==> src/rtl/ram_arbiter_pkg.sv <==
// Shared types and widths for the two-port RAM arbiter.
package ram_arbiter_pkg;

    localparam int ADDR_W = 16;
    localparam int DATA_W = 8;

    // Arbiter FSM state encoding, kept as plain constants for legacy tools
    typedef logic [1:0] state_t;

    localparam state_t ST_IDLE    = 2'd0;
    localparam state_t ST_ACCESS  = 2'd1;
    localparam state_t ST_RECOVER = 2'd2;

endpackage

==> src/rtl/ram_arbiter_rr.sv <==
// Two-way round-robin pick: a lone request wins outright, a tie goes to
// whichever requester was not granted last.
module ram_arbiter_rr (
    input  logic       i_req0,
    input  logic       i_req1,
    input  logic       i_last_grant,
    output logic [1:0] o_grant
);

    // One-hot grant from the current requests and the previous winner
    always_comb begin
        o_grant = 2'b00;
        if (i_req0 && i_req1) begin
            o_grant = i_last_grant ? 2'b01 : 2'b10;
        end else if (i_req0) begin
            o_grant = 2'b01;
        end else if (i_req1) begin
            o_grant = 2'b10;
        end
    end

endmodule

==> src/rtl/ram_arbiter.sv <==
// Shares one asynchronous 64Kx8 RAM between two requesters. Each access runs
// IDLE -> ACCESS (WAIT+1 cycles) -> RECOVER (1 cycle) with all RAM-side and
// requester-side outputs driven straight from flops.
module ram_arbiter
    import ram_arbiter_pkg::*;
#(
    parameter int unsigned WAIT = 0
) (
    input  logic              clk,
    input  logic              rst,
    input  logic              i_req0,
    input  logic              i_req1,
    input  logic              i_wr0,
    input  logic              i_wr1,
    input  logic [ADDR_W-1:0] i_addr0,
    input  logic [ADDR_W-1:0] i_addr1,
    input  logic [DATA_W-1:0] i_data0,
    input  logic [DATA_W-1:0] i_data1,
    output logic              o_ack0,
    output logic              o_ack1,
    output logic [DATA_W-1:0] o_data0,
    output logic [DATA_W-1:0] o_data1,
    output logic [ADDR_W-1:0] o_ram_addr,
    output logic              o_ram_enable_x,
    output logic              o_ram_write_x,
    output logic [DATA_W-1:0] o_ram_data,
    input  logic [DATA_W-1:0] i_ram_data
);

    localparam logic [2:0] WAIT_CNT = 3'(WAIT);

    state_t            state_q, state_d;
    logic [2:0]        cnt_q, cnt_d;
    logic              last_grant_q, last_grant_d;
    logic              cur_q, cur_d;
    logic              wr_q, wr_d;
    logic [ADDR_W-1:0] ram_addr_q, ram_addr_d;
    logic [DATA_W-1:0] ram_data_q, ram_data_d;
    logic              ram_enable_x_q, ram_enable_x_d;
    logic              ram_write_x_q, ram_write_x_d;
    logic              ack0_q, ack0_d;
    logic              ack1_q, ack1_d;
    logic [DATA_W-1:0] data0_q, data0_d;
    logic [DATA_W-1:0] data1_q, data1_d;
    logic [1:0]        grant;

    ram_arbiter_rr u_rr (
        .i_req0       (i_req0),
        .i_req1       (i_req1),
        .i_last_grant (last_grant_q),
        .o_grant      (grant)
    );

    // Next-state logic: grant and latch in IDLE, count down in ACCESS, ack on exit
    always_comb begin
        state_d        = state_q;
        cnt_d          = cnt_q;
        last_grant_d   = last_grant_q;
        cur_d          = cur_q;
        wr_d           = wr_q;
        ram_addr_d     = ram_addr_q;
        ram_data_d     = ram_data_q;
        ram_enable_x_d = ram_enable_x_q;
        ram_write_x_d  = ram_write_x_q;
        ack0_d         = 1'b0;
        ack1_d         = 1'b0;
        data0_d        = data0_q;
        data1_d        = data1_q;

        case (state_q)
            ST_IDLE: begin
                if (grant != 2'b00) begin
                    state_d        = ST_ACCESS;
                    cnt_d          = WAIT_CNT;
                    cur_d          = grant[1];
                    last_grant_d   = grant[1];
                    wr_d           = grant[1] ? i_wr1 : i_wr0;
                    ram_addr_d     = grant[1] ? i_addr1 : i_addr0;
                    ram_data_d     = grant[1] ? i_data1 : i_data0;
                    ram_enable_x_d = 1'b0;
                    ram_write_x_d  = grant[1] ? !i_wr1 : !i_wr0;
                end
            end
            ST_ACCESS: begin
                if (cnt_q == 3'd0) begin
                    state_d        = ST_RECOVER;
                    ram_enable_x_d = 1'b1;
                    ram_write_x_d  = 1'b1;
                    if (cur_q) begin
                        ack1_d = 1'b1;
                        if (!wr_q) begin
                            data1_d = i_ram_data;
                        end
                    end else begin
                        ack0_d = 1'b1;
                        if (!wr_q) begin
                            data0_d = i_ram_data;
                        end
                    end
                end else begin
                    cnt_d = cnt_q - 3'd1;
                end
            end
            ST_RECOVER: begin
                state_d = ST_IDLE;
            end
            default: begin
                state_d = ST_IDLE;
            end
        endcase
    end

    // State registers with synchronous reset back to an idle, disabled RAM
    always_ff @(posedge clk) begin
        if (rst) begin
            state_q        <= ST_IDLE;
            cnt_q          <= 3'd0;
            last_grant_q   <= 1'b1;
            cur_q          <= 1'b0;
            wr_q           <= 1'b0;
            ram_addr_q     <= '0;
            ram_data_q     <= '0;
            ram_enable_x_q <= 1'b1;
            ram_write_x_q  <= 1'b1;
            ack0_q         <= 1'b0;
            ack1_q         <= 1'b0;
            data0_q        <= '0;
            data1_q        <= '0;
        end else begin
            state_q        <= state_d;
            cnt_q          <= cnt_d;
            last_grant_q   <= last_grant_d;
            cur_q          <= cur_d;
            wr_q           <= wr_d;
            ram_addr_q     <= ram_addr_d;
            ram_data_q     <= ram_data_d;
            ram_enable_x_q <= ram_enable_x_d;
            ram_write_x_q  <= ram_write_x_d;
            ack0_q         <= ack0_d;
            ack1_q         <= ack1_d;
            data0_q        <= data0_d;
            data1_q        <= data1_d;
        end
    end

    assign o_ack0         = ack0_q;
    assign o_ack1         = ack1_q;
    assign o_data0        = data0_q;
    assign o_data1        = data1_q;
    assign o_ram_addr     = ram_addr_q;
    assign o_ram_enable_x = ram_enable_x_q;
    assign o_ram_write_x  = ram_write_x_q;
    assign o_ram_data     = ram_data_q;

endmodule

==> config.mk <==
export PLATFORM = sky130hd
export DESIGN_NAME = ram_arbiter
export DESIGN_NICKNAME = d
export VERILOG_FILES = /design/src/rtl/ram_arbiter_pkg.sv /design/src/rtl/ram_arbiter_rr.sv /design/src/rtl/ram_arbiter.sv
export SDC_FILE = /design/constraint.sdc
export NUM_CORES = 1
export LEC_CHECK = 0
export ABC_CLOCK_PERIOD_IN_PS = 1560
export BUFFER_PORTS_ARGS = -buffer_cell sky130_fd_sc_hd__buf_2
export CORE_MARGIN = 3
export CORE_UTILIZATION = 41
export DETAILED_ROUTE_END_ITERATION = 8
export GPL_TIMING_DRIVEN = 0
export PLACE_DENSITY = 0.75
export SYNTH_ARGS = -nofsm -noshare
export SYNTH_HDL_FRONTEND = slang
export SYNTH_SLANG_ARGS = --single-unit
==> constraint.sdc <==
create_clock -name clk -period 1.56 [get_ports clk]
set_clock_uncertainty 0.2 [all_clocks]
set_input_delay 0.312 -clock clk [delete_from_list [all_inputs] [get_ports clk]]
set_output_delay 0.312 -clock clk [all_outputs]
set_load 0.05 [all_outputs]
==> results of run 1 <==
==> path summary, 6_finish.rpt <==
kind | from | end | slack (ps)
worst max-delay path | cnt_q[0] | o_data0[6] | 2
worst max register to register | cnt_q[0] | o_data0[6] | 2
worst min-delay path | i_addr0[12] | o_ram_addr[12] | 50
worst min register to register | o_data1[0] | o_data1[0] | 260
==> cell usage in the layout (no fill, tap or decap), types with 3 or more instances in the layout <==
master,Yosys,layout
buf_6,0,3
mux2i_1,16,16
buf_4,2,11
clkbuf_8,0,5
clkbuf_4,0,3
clkbuf_1,7,5
nor2_1,4,4
dfxtp_2,0,5
buf_2,12,110
a21oi_1,28,28
a311oi_1,25,24
nand2_1,77,77
bufinv_16,0,3
dfxtp_1,52,47
nor4_1,3,3
==> Yosys cell counts (all sizes together) <==
cell type	number
inv	3
nand2b	1
clkbuf	7
nor4	3
nand4bb	1
a31o	1
a21o	1
and3	2
o21ai	1
dfxtp	52
and4bb	1
a21bo	1
ha	2
a311oi	25
a21oi	28
nor2b	1
buf	14
a41o	2
mux2i	16
a21boi	2
o31ai	1
nand2	77
or2	2
a311o	1
nor2	4
nor3	3
nand3b	2
==> report_power, final <==
part | switching [mW] | internal (mW)
Clock | 0.440 | 0.802
Sequential | 0.0733 | 1.44
Combinational | 0.673 | 0.324
Total | 1.19 | 2.57
==> worst min-delay path, delay by kind of cell <==
| kind | cells | cell delay (ps) |
|---|---|---|
| compound gates | 1 | 70 |
| buf+inv | 1 | 90 |
| simple gates | 1 | 40 |
==> registers in the layout (all words and copies together) (netlist names) <==
name            cells
wr_q                1
o_ram_data          8
o_ram_write_x       1
o_data0             8
o_ram_addr         16
state_q             2
o_ack1              1
last_grant_q        1
cnt_q               3
o_ram_enable_x      1
o_ack0              1
o_data1             8
cur_q               1
==> metrics by stage <==
step	setup WS [ps]	utilization, %
5_1_grt	-112	60.9
3_5_place_dp	-220	55.2
6_report	1.89	60.9
2_1_floorplan	-3.19	-
4_1_cts	4.91	59.5
3_3_place_gp	-156	55.2
==> area by class of cell <==
type | count | area, µm²
fill | 464 | 2020
multi-input combinational | 178 | 1110
sequential | 52 | 1050
timing repair buffer | 112 | 593
buffer | 21 | 135
clock inverter | 3 | 90.1
tap | 70 | 87.6
clock buffer | 5 | 68.8
inverter | 3 | 13.8
==> routing by layer <==
metal	GRT usage [%]	vias up
met3	6.88	8
li1	-	1140
met4	6.42	0
met1	23.3	968
met2	31.7	81
met5	0	-
==> kinds of logic after synthesis <==
group                      after synthesis  synth area share, %
DFF                                     52                 46.6
buffers and inverters                   24                 5.04
AOI/OAI and AO/OA                       63                 20.0
muxes                                   16                 7.17
adders and majority gates                2                 1.12
and+or+nand+nor                         97                 20.0
==> what timing repair did <==
| item | CTS | global route |
|---|---|---|
| pin swaps | 1 | 3 |
| setup endpoints to repair | 40 | 43 |
| endpoints found under the hold margin | 0 | 0 |
| resized for setup | 15 | 10 |
| setup buffers | 1 | 7 |
==> reports/metrics.yaml, run 1 <==
ant_nets: 0
vias: 2197
viasPerCell: 4.95
instances_no_fill: 444
clock_latency_ps: 310
final_area_um2: 3150
coreArea_um2: 5170
ir_drop_mv: 0.615
power_density_nw_per_um2: 1190
critPathMaxFanout: 8
htreeDepth: 2
top_layer_used: "met4"
leakagePower_nw: 1.53
synthCells: 254
wl_met3_um: 543
cts_tree: "yes"
start_kind: "flop"
dp_cells: 428
rows: 26
synthTopCellsByArea: "dfxtp_1 (47%), nand2_1 (13%), a311oi_1 (9.8%)"
cp_top_family: "simple AND/OR/NAND/NOR gates"
wl_met1_mm: 2.68
gp_congestion: 0.737
cts_hold_buf: 0
port_buffers: 104
relSlewSlack_pct: 68.7
syn_area_um2: 2230
tns_ps: 0
tightest_slew_ps: 470
drive_gt1_share_pct: 41.2
synth.avg_cell_area_um2: 8.79
reg2regPathDepth: 6
fp.dieArea_um2: 6370
synth_cell_types: 31
yosysWarnings: 0
grt_max_degree: 17
crit_buf_inv: 2
worstPathRequired_ps: 1600
placed_area_um2: 2850
critPathCaptureType: "flop"
hold_slack_ps: 49.2
status: "completed"
power_mw: 3.76
die_w_um: 79.8
detail_route.drc_violations: 0
crit_slowest_cell: "dfxtp_2"
diodes: 0
crit_chain: "inv_4 > ha_4 > nand4bb_4 > nor3_4 > buf_12 > mux2i_1"
slew_viol_final: 0
path_clk_slew_ps: 100
track_usage_pct: 19.3
synth_top_area_share_pct: 46.6
numCtsBuffers: 5
final_hold_viol_count: 0
drt-total-wl_mm: 5.95
die_h_um: 79.8
ys_seq_area_share_pct: 46.6
yosysTopAreaCell: "dfxtp_1"
drv_cap: 0
drtIter0Drc: 40
cp_data_arrival_time_ps: 1590
antenna_found_initial: 0
ys_seq_elements: 52
period_share_pct: 99.9
rsz0062_at_grt: "yes"
setup-violations-final: 0
ios: 106
cts-root-buf: "clkbuf_8"
max_stage_delay_ps: 350
dp_hpwl_mm: 4.41
synth_nets: 318
cts_buffer_depth: 2
met2_length_mm: 2.65
wl_per_cell_um: 13.4
critPathKind: "reg -> reg"
area_growth_pct: 41.1
grt_pass1_vias: 2118
cp.depth: 6
whs_path_depth: 3
nets: 437
fin_crit_ps: 1560
cts_num_sinks: 52
overflow: 0
fmax_ghz: 0.642
grt_pass1_wl_mm: 9.61
drtPass1Iterations: 4
min_path_type: "in -> reg"
floorplan.initialDensity_pct: 43.2
Power figures use the tool's default switching activity.
==> run 2: changes to the inputs <==
--- a/config.mk
+++ b/config.mk
@@ -5,13 +5,14 @@
 export SDC_FILE = /design/constraint.sdc
 export NUM_CORES = 1
 export LEC_CHECK = 0
+export ABC_AREA = 1
 export ABC_CLOCK_PERIOD_IN_PS = 1560
 export BUFFER_PORTS_ARGS = -buffer_cell sky130_fd_sc_hd__buf_2
 export CORE_MARGIN = 3
-export CORE_UTILIZATION = 41
+export CORE_UTILIZATION = 42
 export DETAILED_ROUTE_END_ITERATION = 8
 export GPL_TIMING_DRIVEN = 0
-export PLACE_DENSITY = 0.75
+export PLACE_DENSITY = 0.76
 export SYNTH_ARGS = -nofsm -noshare
 export SYNTH_HDL_FRONTEND = slang
 export SYNTH_SLANG_ARGS = --single-unit
==> run 2 against run 1 <==
Against the previous run:
- die area is 2.5% higher
- sequential power up 4%
- via count increased by 9.7%
- worst setup slack gained 59 ps
- total power decreased by 0.77%
- sequential share of layout area is 0.29 points higher
==> reports/metrics.yaml, run 2 <==
path_clk_slew_ps: 90  # about the same
async_reset_ff_share_pct: 0  # unchanged
yosysWarnings: 0  # unchanged
slew_viol_final: 0  # unchanged
drtIter0Drc: 106  # +170%
start_kind: "flop"
status: "completed"
fillers: 517  # +11%
synth_most_common_cell: "nand2_1"
rsz0062_at_grt: "yes"
placed_area_um2: 2960  # +3.7%
relSlewSlack_pct: 78.3  # +9.6 points
cts_tree: "yes"
power_density_nw_per_um2: 1200  # +0.71%
final_area_um2: 3100  # -1.5%
synth_top_area_share_pct: 44.3  # -2.3 points
synth.avg_cell_area_um2: 6.68  # -24%
utilization_pct: 58.9  # -2.0 points
detail_route.drc_violations: 0  # unchanged
numCtsBuffers: 5  # unchanged
fp.dieArea_um2: 6530  # +2.5%
ys.flop_type: "dfxtp_1"
cts_hold_buf: 0  # unchanged
power_mw: 3.73  # -0.77%
grt_max_degree: 16  # -1
min_path_type: "in -> reg"
critPathMaxFanout: 10  # +2
drv_cap: 0  # unchanged
synth_nets: 416  # +31%
ys_seq_area_share_pct: 44.3  # -2.3 points
period_share_pct: 96.1  # -3.8 points
ios: 106  # unchanged
setup-violations-final: 0  # unchanged
drt-total-wl_mm: 5.73  # -3.7%
seqCellArea_um2: 1040  # -0.60%
grt_pass1_wl_mm: 9.62  # about the same
final_cell_mix: "nand2_1 (114), buf_2 (114), nor2_1 (84)"
hold_slack_ps: 55.4  # +6.22 ps
leakagePower_nw: 1.73  # +13%
fin_crit_ps: 1500  # -58.9 ps
critPathKind: "reg -> reg"
drtPass1Iterations: 4  # unchanged
area_growth_pct: 32.1
reg2regPathDepth: 6  # unchanged
antenna_found_initial: 0  # unchanged
die_h_um: 80.8  # +1.3%
synthCells: 352  # +39%
instances_no_fill: 536  # +21%
cts_buffer_depth: 2  # unchanged
htreeDepth: 2  # unchanged
floorplan.initialDensity_pct: 44.6  # +1.4 points
ys_seq_elements: 52  # unchanged
yosysTopAreaCell: "dfxtp_1"
synth_cell_types: 23  # -26%
largest_reg_flops: 16  # unchanged
grt_pass1_vias: 2239  # +5.7%
tightest_slew_ps: 325  # -144 ps
synth_edf_count: 0  # unchanged
diodes: 0  # unchanged
final_hold_viol_count: 0  # unchanged
viasPerCell: 4.50  # -9.1%
syn_area_um2: 2350  # +5.3%
gp_congestion: 0.809  # +9.8%
rows: 26  # unchanged
dp_cells: 526  # +23%
fmax_ghz: 0.667  # +3.9%
die_w_um: 80.8  # +1.3%
dp_hpwl_mm: 4.48  # +1.7%
track_usage_pct: 18.6  # -0.67 points
cts_num_sinks: 52  # unchanged
critPathCaptureType: "flop"
clock_latency_ps: 300  # about the same
ir_drop_mv: 0.552  # -10%
synth_common_cells: "nand2_1 (115), nor2_1 (86), dfxtp_1 (52)"
nets: 530  # +21%
synthTopCellsByArea: "dfxtp_1 (44%), nand2_1 (18%), nor2_1 (14%)"
overflow: 0  # unchanged
cp_data_arrival_time_ps: 1540  # -50 ps
ant_nets: 0  # unchanged
port_buffers: 104  # unchanged
multi_input_area_um2: 1160  # +3.9%
whs_path_depth: 3  # unchanged
coreArea_um2: 5270  # +1.9%
wl_per_cell_um: 10.7  # -20%
vias: 2411  # +9.7%
cts-root-buf: "clkbuf_8"
drive_gt1_share_pct: 31.8  # -9.4 points
worstPathRequired_ps: 1600  # about the same
run 2: final timing paths:
check | endpoint | slack (ps) | from
max | o_ram_addr[6] | 60 | state_q[1]
min | o_data1[5] | 60 | i_ram_data[5]
max reg2reg | o_ram_addr[6] | 60 | state_q[1]
min reg2reg | cnt_q[0] | 250 | cnt_q[0]
run 2: layer usage:
| metal | routed length [µm] | global-route usage, % | vias to the layer above | share of wire, % |
|---|---|---|---|---|
| li1 | - | - | 1301 | - |
| met1 | 2610 | 22.7 | 1031 | 46 |
| met2 | 2660 | 32.0 | 74 | 46 |
| met3 | 404 | 4.88 | 5 | 7.0 |
| met4 | 56 | 5.74 | 0 | 0.98 |
| met5 | 0 | 0 | - | 0 |
run 2: layout make-up:
cell class                      count  share of cell area [%]
Clock buffer                        6                    2.66
Tap cell                           70                    2.82
Timing Repair Buffer              107                    17.5
Buffer                             15                    2.98
Sequential cell                    52                    33.5
Inverter                           24                    2.90
Clock inverter                      1                   0.282
Multi-Input combinational cell    261                    37.3
run 2: repair_timing:
item | 4_1_cts | 5_1_grt
setup buffers | 1 | 2
pin swaps | 1 | 1
endpoints found under the setup margin | 6 | 37
gates resized for setup | 0 | 11
run 2: per-stage QoR:
step           setup slack [ps]  setup TNS, ps
3_5_place_dp              -33.1           -133
3_3_place_gp              -10.3          -28.8
2_1_floorplan               124              0
4_1_cts                    18.0              0
6_report                   60.8              0
5_1_grt                   -8.57          -23.6
run 2: where the power goes:
part           total (mW)  switching (mW)  internal, mW  leakage [nW]
clock network       0.769           0.415         0.354        0.0473
logic                1.38           0.991         0.391          1.25
registers            1.58          0.0834          1.49         0.428
run 2: cells by family after synthesis:
kind of cell	count (synthesis)	synth area share [%]
simple gates	226	39.9
buf+inv	39	7.72
fa+ha+maj	2	1.06
flops	52	44.3
compound gates	33	7.03
run 2: critical path: stages, from the launching register on:
cell and delay (ps):
dfxtp_1 340, nor2_2 160, nand2_2 140, inv_2 130, buf_2 230, o21ai_0 100
nor2_1 130
